===== src/rtl/cpu_pkg.sv =====
// Shared definitions for the CPU controller: FSM state encoding, opcode/op
// constants and writeback-select codes.
package cpu_pkg;

  typedef enum logic [2:0] {
    S_WAIT   = 3'd0,
    S_DECODE = 3'd1,
    S_WR_IMM = 3'd2,
    S_GET_A  = 3'd3,
    S_GET_B  = 3'd4,
    S_ALU    = 3'd5,
    S_WR_REG = 3'd6
  } state_t;

  localparam logic [2:0] OPC_MOV = 3'b110;
  localparam logic [2:0] OPC_ALU = 3'b101;

  localparam logic [1:0] OP_MOV_REG = 2'b00;
  localparam logic [1:0] OP_MOV_IMM = 2'b10;
  localparam logic [1:0] OP_ADD     = 2'b00;
  localparam logic [1:0] OP_CMP     = 2'b01;
  localparam logic [1:0] OP_AND     = 2'b10;
  localparam logic [1:0] OP_MVN     = 2'b11;

  localparam logic [1:0] VSEL_MDATA = 2'b00;
  localparam logic [1:0] VSEL_IMM8  = 2'b01;
  localparam logic [1:0] VSEL_PC    = 2'b10;
  localparam logic [1:0] VSEL_C     = 2'b11;

  function automatic logic is_mov_reg(input logic [2:0] opcode, input logic [1:0] op);
    return (opcode == OPC_MOV) && (op == OP_MOV_REG);
  endfunction

endpackage


===== src/rtl/instr_dec.sv =====
// Instruction field extraction and immediate sign extension; purely
// combinational from the captured instruction register.
module instr_dec #(
  parameter int IW = 16
) (
  input  logic [IW-1:0] ir,
  output logic [2:0]    opcode,
  output logic [1:0]    op,
  output logic [2:0]    rn,
  output logic [2:0]    rd,
  output logic [1:0]    sh,
  output logic [2:0]    rm,
  output logic [IW-1:0] sximm8,
  output logic [IW-1:0] sximm5
);

  assign opcode = ir[15:13];
  assign op     = ir[12:11];
  assign rn     = ir[10:8];
  assign rd     = ir[7:5];
  assign sh     = ir[4:3];
  assign rm     = ir[2:0];

  assign sximm8 = {{(IW-8){ir[7]}}, ir[7:0]};
  assign sximm5 = {{(IW-5){ir[4]}}, ir[4:0]};

endmodule


===== src/rtl/cpu_controller.sv =====
// Multi-cycle datapath controller: holds the instruction register and
// sequences register reads, ALU operation and writeback as a Moore FSM.
module cpu_controller
  import cpu_pkg::*;
#(
  parameter int IW = 16
) (
  input  logic          clk,
  input  logic          reset_n,
  input  logic [IW-1:0] in,
  input  logic          load,
  input  logic          s,
  output logic          w,
  output logic [2:0]    readnum,
  output logic [2:0]    writenum,
  output logic          write,
  output logic          loada,
  output logic          loadb,
  output logic          loadc,
  output logic          loads,
  output logic          asel,
  output logic          bsel,
  output logic [1:0]    vsel,
  output logic [1:0]    shift,
  output logic [1:0]    ALUop,
  output logic [IW-1:0] sximm8,
  output logic [IW-1:0] sximm5
);

  state_t        state, next_state;
  logic [IW-1:0] ir;
  logic [2:0]    opcode, rn, rd, rm;
  logic [1:0]    op, sh;
  logic          mov_reg;

  instr_dec #(.IW(IW)) u_dec (
    .ir     (ir),
    .opcode (opcode),
    .op     (op),
    .rn     (rn),
    .rd     (rd),
    .sh     (sh),
    .rm     (rm),
    .sximm8 (sximm8),
    .sximm5 (sximm5)
  );

  assign mov_reg = is_mov_reg(opcode, op);

  always_ff @(posedge clk or negedge reset_n) begin
    if (!reset_n) begin
      state <= S_WAIT;
    end else begin
      state <= next_state;
    end
  end

  // The IR only changes between instructions so every strobe sees stable fields.
  always_ff @(posedge clk or negedge reset_n) begin
    if (!reset_n) begin
      ir <= '0;
    end else if (load && (state == S_WAIT)) begin
      ir <= in;
    end
  end

  always_comb begin
    next_state = state;
    readnum    = 3'd0;
    writenum   = 3'd0;
    write      = 1'b0;
    loada      = 1'b0;
    loadb      = 1'b0;
    loadc      = 1'b0;
    loads      = 1'b0;
    asel       = 1'b0;
    bsel       = 1'b0;
    vsel       = VSEL_MDATA;
    shift      = 2'b00;
    ALUop      = 2'b00;
    case (state)
      S_WAIT: begin
        if (s) next_state = S_DECODE;
      end
      S_DECODE: begin
        if ((opcode == OPC_MOV) && (op == OP_MOV_IMM)) next_state = S_WR_IMM;
        else if (mov_reg)                               next_state = S_GET_B;
        else if (opcode == OPC_ALU)                     next_state = (op == OP_MVN) ? S_GET_B : S_GET_A;
        else                                            next_state = S_WAIT;
      end
      S_GET_A: begin
        readnum    = rn;
        loada      = 1'b1;
        next_state = S_GET_B;
      end
      S_GET_B: begin
        readnum    = rm;
        loadb      = 1'b1;
        next_state = S_ALU;
      end
      S_ALU: begin
        shift = sh;
        asel  = mov_reg;
        ALUop = mov_reg ? 2'b00 : op;
        // CMP only updates status; nothing is written back.
        if ((opcode == OPC_ALU) && (op == OP_CMP)) begin
          loads      = 1'b1;
          next_state = S_WAIT;
        end else begin
          loadc      = 1'b1;
          next_state = S_WR_REG;
        end
      end
      S_WR_REG: begin
        write      = 1'b1;
        vsel       = VSEL_C;
        writenum   = rd;
        next_state = S_WAIT;
      end
      S_WR_IMM: begin
        write      = 1'b1;
        vsel       = VSEL_IMM8;
        writenum   = rn;
        next_state = S_WAIT;
      end
      default: next_state = S_WAIT;
    endcase
  end

  assign w = (state == S_WAIT);

endmodule


===== config.mk =====
export PLATFORM = sky130hd
export DESIGN_NAME = cpu_controller
export DESIGN_NICKNAME = d
export VERILOG_FILES = /design/src/rtl/cpu_pkg.sv /design/src/rtl/instr_dec.sv /design/src/rtl/cpu_controller.sv
export SDC_FILE = /design/constraint.sdc
export NUM_CORES = 1
export LEC_CHECK = 0
export BUFFER_PORTS_ARGS = -buffer_cell sky130_fd_sc_hd__buf_2
export CAP_MARGIN = 40
export CORE_MARGIN = 2
export CORE_UTILIZATION = 25
export CTS_BUF_LIST = sky130_fd_sc_hd__clkbuf_2
export CTS_CLUSTER_SIZE = 10
export DETAILED_ROUTE_END_ITERATION = 8
export REMOVE_ABC_BUFFERS = 1
export SKIP_CTS_REPAIR_TIMING = 1
export SYNTH_ARGS = -nofsm -noshare
export SYNTH_HDL_FRONTEND = slang
export SYNTH_SLANG_ARGS = --single-unit

===== constraint.sdc =====
create_clock -name clk -period 3.4 [get_ports clk]
set_input_delay 0.34 -clock clk [delete_from_list [all_inputs] [get_ports clk]]
set_output_delay 0.34 -clock clk [all_outputs]
set_load 0.05 [all_outputs]

Yosys cells after proc, flatten, opt, wreduce, memory -nomap -nowiden
Cells that the tools add are included.
Storage, ports and cells
  input bits: 20
  register bits: 19
  bits in latches: 0
  memory bits (read-only): 0
  word-level logic and storage cells: 42
  RAM bits: 0
  memories: 0
Operators by class
  $mul: 0
  bitwise operators: 0
  equality and inequality tests: 12
  muxes and demuxes: 21
  reductions and logical operators: 7
  add/subtract/negate cells: 0
  shift operators: 0
  div/mod/pow operators: 0
  order comparisons: 0
Operators with widths (count)
  $mux W3: 6
  $eq A3 B3 Y1 const B: 5
  $pmux W3 S5: 1
  $pmux W3 S2: 2
  $mux W1: 8
  $eq A3 B2 Y1 const B: 2
  $mux W2: 3
  $eq A2 B2 Y1 const B: 2
  $logic_and A1 B1 Y1: 4
  $pmux W2 S2: 1
  $eq A3 B1 Y1 const B: 1
  $logic_not A3 Y1: 1
  $eq A2 B1 Y1 const B: 1
  $logic_not A2 Y1: 1
  $ne A2 B2 Y1 const B: 1
  $reduce_or A2 Y1: 1

Longest topological paths before layout
  depth after elaboration: 6
  mapped depth: 6

Modules after synthesis
Synthesis repeated with hierarchy kept, for this count alone.
Unflattened totals
  cell total of the unflattened synthesis: 137
  area total of the unflattened synthesis: 1422.6 µm²
Modules (own cells, without submodules)
  cpu_controller: times used 1, area each 1062.3 µm², cells an instance 89
  instr_dec: times used 1, area each 360.3 µm², cells an instance 48

Worst setup path before layout
No wires, ideal clock.
  path kind: register -> output
  start point: reg state[2]
  end point: out readnum[0]
  data arrival time: 2.428 ns
  path slack: 0.632 ns
  data required time: 3.060 ns
  cell stages (with the launch flop): 4
  path through: dfrtp_1 buf_2 nor3b_1 a22o_1
Between the ends
  cells in the longest elaborated chain, start to end: 2
  elaborated cells between the ends (all ways): 3
  those cells by class: 2 x eq/ne; 1 x mux
Ends and longest elaborated chain
  start: declaration: RTL line cpu_controller.sv:30  | state_t state, next_state;
  start signal: assignment: RTL line cpu_controller.sv:54  | state <= next_state;
  $eq A3 B3 Y1 / $eq A3 B2 Y1 (equally long branches): RTL line cpu_controller.sv:81  | case (state)
  $pmux W3 S2 (*): RTL line cpu_controller.sv:81
  end: declaration: RTL line cpu_controller.sv:14  | output logic [2:0] readnum,
Mark *: on every way between the ends. The rest lies on a longest branch, timed or not.

Worst setup path after layout
  start point: reg state[2]
  end point: out readnum[1]
The elaborated chain is that of the path after synthesis.

==> flow_summary.ini <==
[worst_setup_path]
start_kind = register
timing.rr.start = state[2]
crit_path_max_fanout = 19
cp_data_arrival_time_ns = 2.05
critPathRequiredTime_ns = 3.06
reg2reg_to = ir[4]
end_kind = output pin
ff2ff_path_depth = 3
ff2ff_setup_slack_ns = 1.72
path_class = register to output pin

[yosys]
ys_async_sr_fraction_pct = 100
ys_seq_area_share_pct = 36.4
synth_top_area_share_pct = 36.4
synth_ff_type = dfrtp_1
yosys-top-cells-area = dfrtp_1 36%, buf_4 20%, mux2_4 11%
syn_avg_cell_area_um2 = 10.7
ys_top_cells_by_count = 34 x buf_4, 19 x dfrtp_1, 10 x mux2_4, 10 x nor2_1, 6 x mux2_2
ys_ff_latch = 19
synth_cells = 122
synth_top_area_cell = dfrtp_1
synth.most_common_cell = buf_4
netlist_area_um2 = 1310
synth_cell_types = 36
yosysWarnings = 0
synth-edff-count = 0

[global_route]
gr-total-overflow = 0
grt.met3_usage_pct = 2.01
grt_pass1_vias = 888
grt_use_met1_pct = 11.0
antenna_found_initial = 0
grt_pass1_wl_um = 4310
use_met2_pct = 16.1
grt_busiest_layer = met2
grt_max_degree = 20
grt_use_total_pct = 9.34

[layout]
drive_above_1_share_pct = 60.1
area_growth_pct = 12.4
nets = 179
fillCellCount = 565
insertedDiodeCount = 0
final_cells = 228
stdcell_area_um2 = 1470

[placement]
place_area_um2 = 1440
gp_congestion = 0.710
hpwlAfterDp_um = 2090
pre_cts_slack_ns = 1.35
dp_cells = 223
place.port_buffers = 70

[worst_hold_path]
min_path_type = input pin to register
worstHoldEndpoint = ir[10]
min_path_cells = 2
worstHoldStart = in[10]

[timing]
setup_viol_count_final = 0
finalMaxSlewViolations = 0
fin_ws_ns = 1.01
hold_viol_final = 0
post-route-min-period_ns = 2.39
relSlewSlack_pct = 61.5
rsz0062_at_grt = no
final.period_utilization_pct = 70.3
worstMarginPinSlew_ns = 0.578
max_freq_mhz = 418
fin_worst_skew_ns = 0.00333

[detailed_routing]
vias_per_cell = 4.12
drt_wl_total_um = 2720
drtIter0Drc = 24
dr_total_vias = 940
first_pass_iters = 3
antenna_left = 0
wl_per_cell_um = 11.9
drc = 0

[cts]
clk_pin_slew_ns = 0.18
clock_latency_ns = 0.31
cts_buffer_depth = 2
cts_root_buf = clkbuf_2
numCtsBuffers = 3
cts_tree = built
htreeDepth = 1
numClockSinks = 19

[floorplan]
die_area_um2 = 5820
num_io_pins = 72
die_x_um = 76.3
die_h_um = 76.3
core-area_um2 = 5070
num_rows = 26
start_util_pct = 25.7

[run]
cap_violations = 0

[run_status]
status = finished clean
-- critical path, stage by stage, from the launching register on --
cell	delay, ns
dfrtp_1	0.75
nor3b_1	0.52
a22o_1	0.22
buf_2	0.25
-- cells by family (layout without fill, tap and decap cells) --
| group | count (synthesis) | in the layout | synth area share, % |
|---|---|---|---|
| mux | 19 | 19 | 19.0 |
| compound gates | 10 | 10 | 6.32 |
| simple gates | 33 | 33 | 14.3 |
| flops | 19 | 19 | 36.4 |
| buf+inv | 40 | 76 | 23.8 |
| other cells | 1 | 1 | 0.287 |
-- state kept, by name (all words and copies together), names as in the netlist --
register	flops
state	3
ir	16
-- layer usage --
metal	routed length (um)	up-vias
li1	-	457
met1	1190	435
met2	1300	44
met3	189	4
met4	36	0
met5	0	-
-- how the worst max path moves through the flow --
stage	cells past startpoint	end	slack [ns]	startpoint
after floorplan	1	shift[1]	-2.04	ir[4]
after CTS	3	readnum[1]	0.94	state[2]
after detailed placement	3	readnum[1]	1.35	state[2]
after global placement	3	readnum[1]	1.35	state[2]
final	3	readnum[1]	1.01	state[2]
after global routing	3	readnum[1]	0.79	state[2]
-- per-stage QoR --
step                setup TNS, ns  utilization (%)  hold slack (ns)
floorplan                  -19.19                -           0.0444
global placement                0             28.3            0.316
detailed placement              0             28.3            0.319
CTS                             0             28.7          -0.0669
global route                    0             28.9            0.202
finish                          0             28.9            0.238
-- final cells by class --
cell class                 count  area [um^2]  area share (%)
sequential                    19          475            32.4
multi-input combinational     63          520            35.5
inverter                       1         3.75           0.256
tap                           70         87.6            5.97
timing repair buffer          71          360            24.6
clock buffer                   4         20.0            1.36
-- placed cells by master (no fill, tap or decap), drive strengths merged, types with 2 or more instances in the layout --
master / count
dfrtp: 19
nand2: 5
mux2i: 3
mux2: 16
and3: 4
a22o: 3
nor3: 2
nor2: 10
buf: 70
and2: 2
clkbuf: 4
Power is not shown: default switching activity piles up to over one toggle a cycle in this logic, so the estimate is an artifact.
